<file path="src/rtl/div_sequencer_pkg.sv">
// Shared types and constants for the multi-cycle restoring divider.
// Latency: n/a (declarations only).
// Backpressure: n/a.
// Contents: FSM state enum, counter width constant/helper, divide-by-zero quotient constant.
package div_sequencer_pkg;

    typedef enum logic [2:0] {
        IDLE = 3'd0,
        PREP = 3'd1,
        RUN  = 3'd2,
        FIX  = 3'd3,
        DONE = 3'd4
    } DivState;

    localparam int DefaultNrOfBits = 32;

    // Iteration counter width for the default operand width.
    localparam int CounterBits = $clog2(DefaultNrOfBits);

    // Quotient returned on divide-by-zero (all ones) at the default width.
    localparam logic [DefaultNrOfBits-1:0] DivZeroQuotient = '1;

    // Counter width for an arbitrary operand width; it must hold NrOfBits-1.
    function automatic int counterWidth(input int nrOfBits);
        return (nrOfBits > 1) ? $clog2(nrOfBits) : 1;
    endfunction

endpackage

</file>
<file path="src/rtl/div_sequencer_subtractor.sv">
// Subtractor: combinational DataA - DataB - BorrowIn with borrow out.
// Latency: combinational, zero cycles.
// Backpressure: none.
// Ports: DataA/DataB operands, BorrowIn, Result difference, BorrowOut set when DataA < DataB + BorrowIn.
module Subtractor #(
    parameter int NrOfBits     = 8,
    parameter int ExtendedBits = 8
) (
    input  logic [NrOfBits-1:0] DataA,
    input  logic [NrOfBits-1:0] DataB,
    input  logic                BorrowIn,
    output logic [NrOfBits-1:0] Result,
    output logic                BorrowOut
);

    // One extra bit on top catches the wrap-around, which is the borrow.
    logic [NrOfBits:0] wideDiff;

    assign wideDiff  = {1'b0, DataA} - {1'b0, DataB} - {{NrOfBits{1'b0}}, BorrowIn};
    assign Result    = wideDiff[NrOfBits-1:0];
    assign BorrowOut = wideDiff[NrOfBits];

endmodule

</file>
<file path="src/rtl/div_sequencer.sv">
// div_sequencer: restoring divider controller for DIV/DIVU/REM/REMU, one result bit per cycle.
// Latency: Done NrOfBits+3 cycles after the accepting edge; 1 cycle for divide-by-zero.
// Backpressure: Start is accepted only with Busy=0 (IDLE or DONE); ignored otherwise.
// Ports: Clock, ResetN (sync, active low), Start/Signed/IsRem/DataA/DataB request,
//        Busy, Done (1-cycle pulse), Result, DivByZero (held with Result).
// Build option: DIV_SIGNED_EN enables DIV/REM sign handling; undefined gives a DIVU/REMU-only core.
module div_sequencer
    import div_sequencer_pkg::*;
#(
    parameter int NrOfBits = DefaultNrOfBits
) (
    input  logic                Clock,
    input  logic                ResetN,
    input  logic                Start,
    input  logic                Signed,
    input  logic                IsRem,
    input  logic [NrOfBits-1:0] DataA,
    input  logic [NrOfBits-1:0] DataB,
    output logic                Busy,
    output logic                Done,
    output logic [NrOfBits-1:0] Result,
    output logic                DivByZero
);

    localparam int CntW = counterWidth(NrOfBits);
    localparam logic [NrOfBits-1:0] DivZeroResult = '1;

    DivState state;
    DivState nextState;

    // quoA starts as the dividend and fills with quotient bits from the lsb.
    logic [NrOfBits-1:0] quoA;
    logic [NrOfBits-1:0] divisor;
    logic [NrOfBits:0]   remReg;
    logic [CntW-1:0]     count;
    logic                isRem;
    logic [NrOfBits-1:0] resultQ;
    logic                divByZeroQ;

    logic [NrOfBits:0]   trial;
    logic [NrOfBits:0]   diff;
    logic                borrow;
    logic                accept;
    logic [NrOfBits-1:0] selected;
    logic [NrOfBits-1:0] fixResult;

    // The remainder never reaches 2^NrOfBits, so its top bit is never consumed.
    logic unusedRemMsb;
    assign unusedRemMsb = remReg[NrOfBits];

`ifdef DIV_SIGNED_EN
    logic isSigned;
    logic negQ;
    logic negR;

    function automatic logic [NrOfBits-1:0] twosNeg(input logic [NrOfBits-1:0] v);
        return ~v + NrOfBits'(1);
    endfunction
`else
    logic unusedSigned;
    assign unusedSigned = Signed;
`endif

    assign accept = Start && ((state == IDLE) || (state == DONE));

    // One restoring step: shift the next dividend bit into the partial remainder.
    assign trial = {remReg[NrOfBits-1:0], quoA[NrOfBits-1]};

    Subtractor #(
        .NrOfBits     (NrOfBits + 1),
        .ExtendedBits (NrOfBits + 1)
    ) subtractorInst (
        .DataA     (trial),
        .DataB     ({1'b0, divisor}),
        .BorrowIn  (1'b0),
        .Result    (diff),
        .BorrowOut (borrow)
    );

    assign selected = isRem ? remReg[NrOfBits-1:0] : quoA;

`ifdef DIV_SIGNED_EN
    assign fixResult = (isRem ? negR : negQ) ? twosNeg(selected) : selected;
`else
    assign fixResult = selected;
`endif

    // State register.
    always_ff @(posedge Clock) begin
        if (!ResetN) begin
            state <= IDLE;
        end else begin
            state <= nextState;
        end
    end

    // Next-state logic.
    always_comb begin
        nextState = state;
        case (state)
            IDLE, DONE: begin
                if (Start) begin
                    nextState = (DataB == '0) ? DONE : PREP;
                end else begin
                    nextState = IDLE;
                end
            end
            PREP:    nextState = RUN;
            RUN:     nextState = (count == '0) ? FIX : RUN;
            FIX:     nextState = DONE;
            default: nextState = IDLE;
        endcase
    end

    // Outputs decode the state register only, so no input reaches them combinationally.
    always_comb begin
        Busy = 1'b0;
        Done = 1'b0;
        case (state)
            PREP, RUN, FIX: Busy = 1'b1;
            DONE:           Done = 1'b1;
            default: begin
                Busy = 1'b0;
                Done = 1'b0;
            end
        endcase
    end

    assign Result    = resultQ;
    assign DivByZero = divByZeroQ;

    // Datapath. Result/DivByZero are written only on the edge into DONE.
    always_ff @(posedge Clock) begin
        if (!ResetN) begin
            quoA       <= '0;
            divisor    <= '0;
            remReg     <= '0;
            count      <= '0;
            isRem      <= 1'b0;
            resultQ    <= '0;
            divByZeroQ <= 1'b0;
`ifdef DIV_SIGNED_EN
            isSigned   <= 1'b0;
            negQ       <= 1'b0;
            negR       <= 1'b0;
`endif
        end else begin
            case (state)
                IDLE, DONE: begin
                    if (accept) begin
                        quoA    <= DataA;
                        divisor <= DataB;
                        isRem   <= IsRem;
`ifdef DIV_SIGNED_EN
                        isSigned <= Signed;
`endif
                        if (DataB == '0) begin
                            resultQ    <= IsRem ? DataA : DivZeroResult;
                            divByZeroQ <= 1'b1;
                        end
                    end
                end
                PREP: begin
`ifdef DIV_SIGNED_EN
                    if (isSigned && quoA[NrOfBits-1]) begin
                        quoA <= twosNeg(quoA);
                    end
                    if (isSigned && divisor[NrOfBits-1]) begin
                        divisor <= twosNeg(divisor);
                    end
                    negQ <= isSigned && (quoA[NrOfBits-1] ^ divisor[NrOfBits-1]);
                    negR <= isSigned && quoA[NrOfBits-1];
`endif
                    remReg <= '0;
                    count  <= CntW'(NrOfBits - 1);
                end
                RUN: begin
                    remReg <= borrow ? trial : diff;
                    quoA   <= {quoA[NrOfBits-2:0], ~borrow};
                    count  <= count - CntW'(1);
                end
                FIX: begin
                    resultQ    <= fixResult;
                    divByZeroQ <= 1'b0;
                end
                default: begin
                end
            endcase
        end
    end

endmodule

</file>
<file path="config.mk">
export PLATFORM = sky130hd
export DESIGN_NAME = div_sequencer
export DESIGN_NICKNAME = d
export VERILOG_FILES = /design/src/rtl/div_sequencer_pkg.sv /design/src/rtl/div_sequencer_subtractor.sv /design/src/rtl/div_sequencer.sv
export SDC_FILE = /design/constraint.sdc
export NUM_CORES = 1
export LEC_CHECK = 0
export BUFFER_PORTS_ARGS = -buffer_cell sky130_fd_sc_hd__buf_2
export CAP_MARGIN = 20
export CORE_MARGIN = 8
export CORE_UTILIZATION = 35
export DETAILED_ROUTE_END_ITERATION = 6
export HOLD_SLACK_MARGIN = 0.06
export PLACE_DENSITY = 0.55
export SLEW_MARGIN = 30
export SYNTH_ARGS = -nofsm -noshare
export SYNTH_HDL_FRONTEND = slang
export SYNTH_HIERARCHICAL = 1
export SYNTH_SLANG_ARGS = --single-unit
</file>
<file path="constraint.sdc">
create_clock -name Clock -period 3.5 [get_ports Clock]
set_input_delay 0 -clock Clock [delete_from_list [all_inputs] [get_ports Clock]]
set_output_delay 0 -clock Clock [all_outputs]
set_load 0.05 [all_outputs]
</file>
==> metrics, run 1 <==
Slew @ Worst Pin=between 800 and 900 ps; area of the die=0.03040 mm2; endpoints failing hold=0; Top Ports=roughly 100; Hold EP=remReg[10]; Critical Path RT=roughly 3800 ps; Die Ht=174.3 um; total CTS buffers=17; Routed WL per cell=around 16 um; hold_sp=ResetN; final max-slew violation count=0; pwr/cell area=633.4 mW/mm2; core area=between 0.02 and 0.025 mm2; CTS tree=done; Final setup viols=0; initial antenna violation count=1; GRT overflow=0; via count=between 8k and 9k; met2 GRT Util=approximately a quarter; drt initial violations=about 420; GRT Total Usage=16.73%; R2R setup slack=60 ps; CP Launch Point=divisor[0]; WP data arrival=between 3000 and 4000 ps; met3 layer usage reported by global route=~3.4%; Top Usage Layer GRT=met2; worst skew pair latency=between 400 and 500 ps; DRC violations left=0; Sink Count=roughly 140; vias in the first global route=between 8k and 9k; HP Class=input port to register; CP startpoint kind=register; Fin Clk Skew=9.795 ps; Worst Setup End Kind=register; critical path cell sequence=inv_2, fa_1, inv_2, ha_4, o2111ai_2, o211ai_2, a22oi_2, o41ai_4, o31a_1, and4b_1, nor3_4, buf_6, clkbuf_16, mux2i_1, nor2_1, a21oi_1, nor2_1; # rows=58; crit path max fanout=7; FF-to-FF Start=divisor[0]; H-tree level count=4; WHS Path Cells=3; Tot Pwr=0.006977 W; remaining antenna violation count=0; filler cell count=around 2.5k; syn avg cell area=roughly 7.8 um2; share of post-route cells with drive strength above 1=around 16%; first-pass GRT wire length=roughly 42,000 um; Synth Cell Area=roughly 0.0088 mm2; root buf cell=clkbuf_16; Tmin final=around 3400 ps; WHS=~170 ps; Final nets=1,421; drt pass-1 iters=4; port buffer count=102; drt total wl=25,410 um; Leakage=slightly below 5 nW; CP delay by family, top=compound AO/OA/AOI/OAI gates; Die W=174.3 um; Syn Inst Count=between 1k and 1.5k; Max stage delay cell, worst path=fa_1; Crit Path Category=register to register; peak supply drop=about 0.00040 V; FF-to-FF path depth=17; Critical path buffers and inverters=4; RSZ-0062 raised after global routing=true; Max stage delay on crit path=between 500 and 600 ps; run status=finished clean; Max clock buf depth=2; Slew HR=about two fifths; M1 GR Usage=22.82%; max-cap violations=0; Max Clock Freq=approximately 290 MHz; ANT cells=0; Reg clk slew, reported paths=about 60 ps; DR vias/cell=5.029; Layout area overhead=25.51%; fin crit share=98.27%; largest net degree at the start of global routing=64; HPWL Detailed=between 15,000 and 20,000 um; Starting Density=35.26%; setup_tns=0 ps; Worst R2R End=remReg[14]; Placer Congestion=between 0.8 and 0.9; Synth warnings=6
-- cell usage in the layout (no fill, tap or decap), types with 3 or more instances in the layout --
master and count:
clkinv_4 3, xor2_1 19, inv_1 105, nand4_1 6, nor3_1 37, o31a_1 6, nand2_1 160, nand3_1 7
mux2i_1 91, clkbuf_16 18, o21ai_0 20, inv_2 3, xnor2_1 12, inv_6 7, a21oi_1 110, buf_2 102
a31oi_1 7, a21o_1 8, buf_6 4, o2111a_1 4, buf_4 37, and2_1 4, o311ai_0 28, dlygate4sd3_1 65
and3_1 4, dfxtp_2 3, dfxtp_1 134, nor2_1 127, ha_1 63, nor4_1 8, o22ai_1 31
-- where the power goes --
part | leakage [nW] | internal (W) | switching (W)
Clock | 0.287 | 0.00103 | 0.000779
Combinational | 3.53 | 0.00145 | 0.00179
Sequential | 1.13 | 0.00175 | 0.000177
-- tightest hold or removal path, delay by kind of cell --
| kind | cells | cell delay (ps) |
|---|---|---|
| and+or+nand+nor | 1 | 170 |
| buffers and inverters | 2 | 360 |
-- worst max-delay path by stage --
stage	to	slack (ps)	cells past startpoint
CTS	remReg[17]	20	16
detailed placement	remReg[17]	60	16
global route	remReg[31]	-140	17
global placement	remReg[30]	90	18
floorplan	remReg[10]	-10	16
finish	remReg[14]	60	17
-- cell type report --
class                   instances  area, um2  area share [%]
inverters                     109      409.1           3.715
repair buffers                211       1549           14.06
clock inverters                14      147.6           1.340
flip-flops and latches        138       2770           25.15
multi-input cells             808       5286           48.00
clock buffers                  18      439.2           3.987
well taps                     330      412.9           3.749
-- per-layer routing --
| layer | part of all wire [%] | up-vias |
|---|---|---|
| li1 | - | 4211 |
| met1 | 51 | 3770 |
| met2 | 43 | 178 |
| met3 | 4.5 | 26 |
| met4 | 1.5 | 2 |
| met5 | 0.031 | - |
-- timing repair --
| action | 4_1_cts | 5_1_grt |
|---|---|---|
| endpoints found under the setup margin | 0 | 33 |
| hold buffers | 65 | 0 |
| buffers inserted | 0 | 4 |
| gates resized for setup | 0 | 26 |
| hold endpoints to repair | 95 | 0 |
-- flip-flops by register name, indices dropped and copies added (netlist names) --
name       cells
count          5
state          3
isRem          1
remReg        32
DivByZero      1
quoA          32
Result        32
divisor       32
-- metrics by stage --
step	std cells	util, %	area, um2	setup slack [ps]
2_1_floorplan	1132	-	8780	-12.54
3_3_place_gp	1526	38.64	9619	92.55
3_5_place_dp	1526	38.66	9624	63.17
4_1_cts	1623	43.64	10860	24.39
5_1_grt	1628	44.25	11010	-144.5
6_report	1628	44.25	11010	60.44
(Power assumes the default switching activity.)
==> run 2: changes to the inputs <==
==> constraint.sdc (replaced) <==
create_clock -name Clock -period 3.5 [get_ports Clock]
set_input_delay 0.175 -clock Clock [delete_from_list [all_inputs] [get_ports Clock]]
set_output_delay 0.175 -clock Clock [all_outputs]
set_load 0.05 [all_outputs]
==> run 2 against run 1 <==
Against the previous run: hold slack got worse by 64 ps; critical path type unchanged; global-route usage decreased by 0.70 points; wire length decreased by 1.6%; critical endpoint is now remReg[21]; sequential power about the same; critical path depth increased by 1; utilization decreased by 1.3 points; setup slack improved by 56 ps.
==> metrics, run 2 (synthesis results as in run 1) <==
Starting Density=35.26% (unchanged); HPWL Detailed=18,110 um (-0.93%); WHS Path Cells=3 (unchanged); via count=8,080 (-1.3%); remaining antenna violation count=0 (unchanged); GRT Total Usage=16.03% (-0.70 points); fin crit share=96.68% (-1.6 points); total CTS buffers=17 (unchanged); largest net degree at the start of global routing=64 (unchanged); drt initial violations=403 (-3.4%); Hold EP=quoA[4]; CP startpoint kind=register; Critical path buffers and inverters=5 (+1); Die W=174.3 um (unchanged); area of the die=0.03040 mm2 (unchanged); filler cell count=2,549 (+0.75%); endpoints failing hold=0 (unchanged); initial antenna violation count=1 (unchanged); CTS tree=done; WP data arrival=3700 ps (-20 ps); HP Class=input port to register; final core occ=42.91% (-1.3 points); Cell Area, Placed=0.009647 mm2 (+0.23%); Slew @ Worst Pin=947.4 ps (+52.50 ps); crit path max fanout=7 (unchanged); Final nets=1,393 (-2.0%); Max Clock Freq=295.5 MHz (+1.6%); worst skew pair latency=430 ps (about the same); final instance area=0.01068 mm2 (-3.0%); H-tree level count=4 (unchanged); DR vias/cell=5.050 (+0.42%); drt total wl=25,010 um (-1.6%); CP Launch Point=divisor[0]; Max clock buf depth=2 (unchanged); commonest non-fill, non-tap cell in the layout=nand2_1; drt pass-1 iters=5 (+1); Worst Setup End Kind=register; Reg clk slew, reported paths=70 ps (about the same); setup ws final=116.3 ps (+55.82 ps); Die Ht=174.3 um (unchanged); Top Ports=104 (unchanged); peak supply drop=0.0003869 V (-3.0%); R2R setup slack=120 ps (+60 ps); hold_sp=DataA[4]; ANT cells=0 (unchanged); critical path cell sequence=inv_1, fa_1, inv_2, ha_4, o2111ai_2, o211ai_2, a22oi_2, o41ai_4, o31a_1, and4b_1, nor3_4, buf_6, buf_6, buf_4, mux2i_1, nor2_1, a21oi_1, nor2_1; max-cap violations=0 (unchanged); placed cells=1,529 (+0.20%); Crit Path Category=register to register; Max stage delay on crit path=550 ps (about the same); FF-to-FF path depth=18 (+1); share of post-route cells with drive strength above 1=16.93% (+0.75 points); vias in the first global route=7,640 (-5.8%); # rows=58 (unchanged); FF-to-FF Start=divisor[0]; Tmin final=3384 ps (-55.82 ps); DRC violations left=0 (unchanged); Slew HR=36.45% (-3.5 points); GRT overflow=0 (unchanged); root buf cell=clkbuf_16; first-pass GRT wire length=40,030 um (-4.8%); CP delay by family, top=compound AO/OA/AOI/OAI gates; Leakage=4.803 nW (-3.0%); Worst R2R End=remReg[21]; Placer Congestion=0.8647 (-1.4%); commonest cells after routing, fill and taps aside=nand2_1 (160), dfxtp_1 (134), nor2_1 (127); Critical Path RT=3810 ps (+30 ps); Setup WS pre-CTS=-24.34 ps (-87.51 ps); Routed WL per cell=15.63 um (+0.14%); core area=0.02489 mm2 (unchanged); run status=finished clean; port buffer count=102 (unchanged); Sink Count=138 (unchanged); Final Non-Filler Cells=1,600 (-1.7%); Layout area overhead=21.70%; Max stage delay cell, worst path=fa_1; pwr/cell area=642.5 mW/mm2 (+1.4%); final max-slew violation count=0 (unchanged); Fin Clk Skew=11.29 ps (+1.493 ps); Final setup viols=0 (unchanged)
## run 2: changes by cell type in the layout (fill, tap and decap cells not counted), moves of 3 or more
cell,previous run,this run
dlygate4sd3_1,65,34
buf_4,37,41
o21ai_0,20,16
o21ai_1,2,5
## run 2: tightest hold or removal path, cell delays in order
cell     delay, ps
buf_2           90
o22ai_1         80
nor3_1         150
## run 2: area by class of cell
cell class,count,area [um2],area share [%]
Sequential cell,138,2770,25.94
Multi-Input combinational cell,808,5298,49.60
Tap cell,330,412.9,3.866
Timing Repair Buffer,183,1235,11.56
Inverter,109,411.6,3.854
Clock buffer,18,429.2,4.018
Clock inverter,14,123.9,1.160
## run 2: metrics by stage
stage               hold slack [ps]  power (W)  setup TNS, ps
finish                        107.2   0.006862              0
global route                  119.1   0.007365         -105.8
CTS                           92.51   0.006730              0
detailed placement            426.6   0.004948         -24.34
global placement              424.5   0.004934              0
floorplan                     311.0   0.004216         -250.9
## run 2: routing by layer
layer / up-vias / global-route usage [%] / share of wire, %
li1: 4151 / - / -
met1: 3733 / 22.37 / 50
met2: 167 / 24.29 / 43
met3: 27 / 3.103 / 4.6
met4: 2 / 5.201 / 1.6
met5: - / 0 / 0.036
## run 2: worst max-delay path by stage
stage / to / slack (ps) / cells past startpoint
finish: remReg[21] / 120 / 18
detailed placement: remReg[30] / -20 / 18
global route: remReg[22] / -20 / 17
floorplan: remReg[10] / -10 / 16
global placement: remReg[30] / 10 / 18
CTS: remReg[16] / 4 / 16
## run 2: repair_timing
action                     CTS  global route
buffers inserted             0             3
hold endpoints to repair    34             0
gates resized for setup      1            33
setup endpoints to repair    1            32
hold buffers                34             0
gates cloned                 0             2
## run 2: power breakdown
group | switching (W) | internal [W]
logic | 0.00178 | 0.00142
registers | 0.000176 | 0.00175
clock network | 0.000796 | 0.000935
==> run 3: changes to the inputs <==
- CTS_BUF_LIST: not set -> sky130_fd_sc_hd__clkbuf_16
- GPL_TIMING_DRIVEN: not set -> 0
==> run 3 against run 2 <==
Against the previous run: sequential share of layout area shrank 0.49 points; largest power group unchanged; cell count grew 2.5%; hold slack worse by 14 ps; highest routed layer is now met4; clock skew up 1.0 ps; global-route usage grew 1.4 points.
==> metrics, run 3 (synthesis results as in run 1) <==
Slew @ Worst Pin=648.2 ps (-299.3 ps); Crit Path Category=register to register; share of post-route cells with drive strength above 1=17.56% (+0.63 points); Layout area overhead=24.55%; pwr/cell area=653.6 mW/mm2 (+1.7%); Critical Path RT=3800 ps (about the same); Leakage=4.898 nW (+2.0%); total CTS buffers=17 (unchanged); Max Clock Freq=287.1 MHz (-2.9%); crit path max fanout=8 (+1); FF-to-FF path depth=16 (-2); remaining antenna violation count=0 (unchanged); Routed WL per cell=16.26 um (+4.0%); run status=finished clean; Max clock buf depth=2 (unchanged); Tot Pwr=0.007144 W (+4.1%); core area=0.02489 mm2 (unchanged); WP data arrival=3780 ps (+80 ps); worst skew pair latency=430 ps (about the same); endpoints failing hold=0 (unchanged); area of the die=0.03040 mm2 (unchanged); commonest non-fill, non-tap cell in the layout=nand2_1; Die W=174.3 um (unchanged); Placer Congestion=0.8937 (+3.4%); initial antenna violation count=0 (-1); Multi-input gate area=0.005323 mm2 (+0.47%); Slew HR=56.79% (+20 points); ANT cells=0 (unchanged); final max-slew violation count=0 (unchanged); H-tree level count=4 (unchanged); vias in the first global route=8,164 (+6.9%); Fin Clk Skew=12.32 ps (+1.036 ps); GRT Total Usage=17.40% (+1.4 points); Sink Count=138 (unchanged); HP Class=input port to register; Final setup viols=0 (unchanged); commonest cells after routing, fill and taps aside=nand2_1 (161), nor2_1 (127), dfxtp_1 (125); Final nets=1,433 (+2.9%); hold_sp=DataA[0]; DRC violations left=0 (unchanged); CP Launch Point=quoA[31]; Die Ht=174.3 um (unchanged); port buffer count=101 (-0.98%); root buf cell=clkbuf_16; via count=8,226 (+1.8%); Tmin final=3483 ps (+99.69 ps); Starting Density=35.26% (unchanged); max-cap violations=0 (unchanged); CTS tree=done; fin crit share=99.53% (+2.8 points); largest net degree at the start of global routing=17 (-73%); WHS Path Cells=3 (unchanged); first-pass GRT wire length=43,080 um (+7.6%); Worst Setup End Kind=register; DR vias/cell=5.016 (-0.68%); drt initial violations=448 (+11%); peak supply drop=0.0003974 V (+2.7%); drt pass-1 iters=5 (unchanged); HPWL Detailed=20,880 um (+15%); GRT overflow=0 (unchanged); drt total wl=26,660 um (+6.6%); setup ws final=16.57 ps (-99.69 ps); FF-to-FF Start=quoA[31]; Reg clk slew, reported paths=60 ps (about the same); CP startpoint kind=register; Setup WS pre-CTS=-603.5 ps (-579.1 ps); Seq. cell area=0.002781 mm2 (+0.41%); # rows=58 (unchanged); Top Ports=104 (unchanged); filler cell count=2,566 (+0.67%); RSZ-0062 raised after global routing=true
[run 3: what timing repair did]
item                                    in CTS  in global routing
pin swaps                                    2                  9
resized for setup                           26                 36
buffers inserted                             4                  7
endpoints found under the setup margin      30                 33
hold endpoints to repair                    33                  0
hold buffers                                33                  0
gates cloned                                 1                  1
[run 3: area by class of cell]
class,count,share of cell area (%)
clock inverter,15,1.500
multi-input combinational,808,48.69
sequential,138,25.45
clock buffer,17,3.892
tap,330,3.777
buffer,76,4.304
timing repair buffer,147,8.642
inverter,109,3.743
[run 3: power breakdown]
part / internal (W) / leakage (nW) / total (W) / switching [W]
clock network: 0.00106 / 0.285 / 0.00184 / 0.000780
registers: 0.00176 / 1.13 / 0.00192 / 0.000169
logic: 0.00150 / 3.48 / 0.00338 / 0.00188
[run 3: final timing paths]
path | to | slack [ps]
worst max-delay path | remReg[7] | 20
worst min-delay path | quoA[0] | 90
worst max register to register | remReg[7] | 20
worst min register to register | divisor[0] | 450
[run 3: worst max-delay path, cell delays in order (launching register included)]
cell	delay, ps
dfxtp_4	370
fa_1	580
inv_2	60
ha_4	160
o2111ai_2	180
o211ai_2	140
a22oi_2	260
o41ai_4	110
o31a_1	350
and4b_1	210
nor3_2	130
buf_6	200
clkbuf_16	170
mux2i_1	180
nor2_1	60
a21oi_1	130
nor2_1	60
[run 3: routing by layer]
metal	GRT usage (%)	vias to the layer above	wire length (um)
li1	-	4220	-
met5	0	-	0
met2	27.84	211	12090
met1	23.23	3765	12890
met4	5.878	0	478
met3	2.994	30	1197
[run 3: metrics by stage]
stage	instance area, um2	cells	utilization [%]	TNS (ps)	hold WS [ps]
2_1_floorplan	8780	1132	-	-250.9	311.0
3_3_place_gp	9698	1563	38.96	-16280	431.0
3_5_place_dp	9698	1563	38.96	-16510	433.8
4_1_cts	10760	1633	43.22	0	60.94
5_1_grt	10930	1640	43.91	-3088	112.0
6_report	10930	1640	43.91	0	93.01
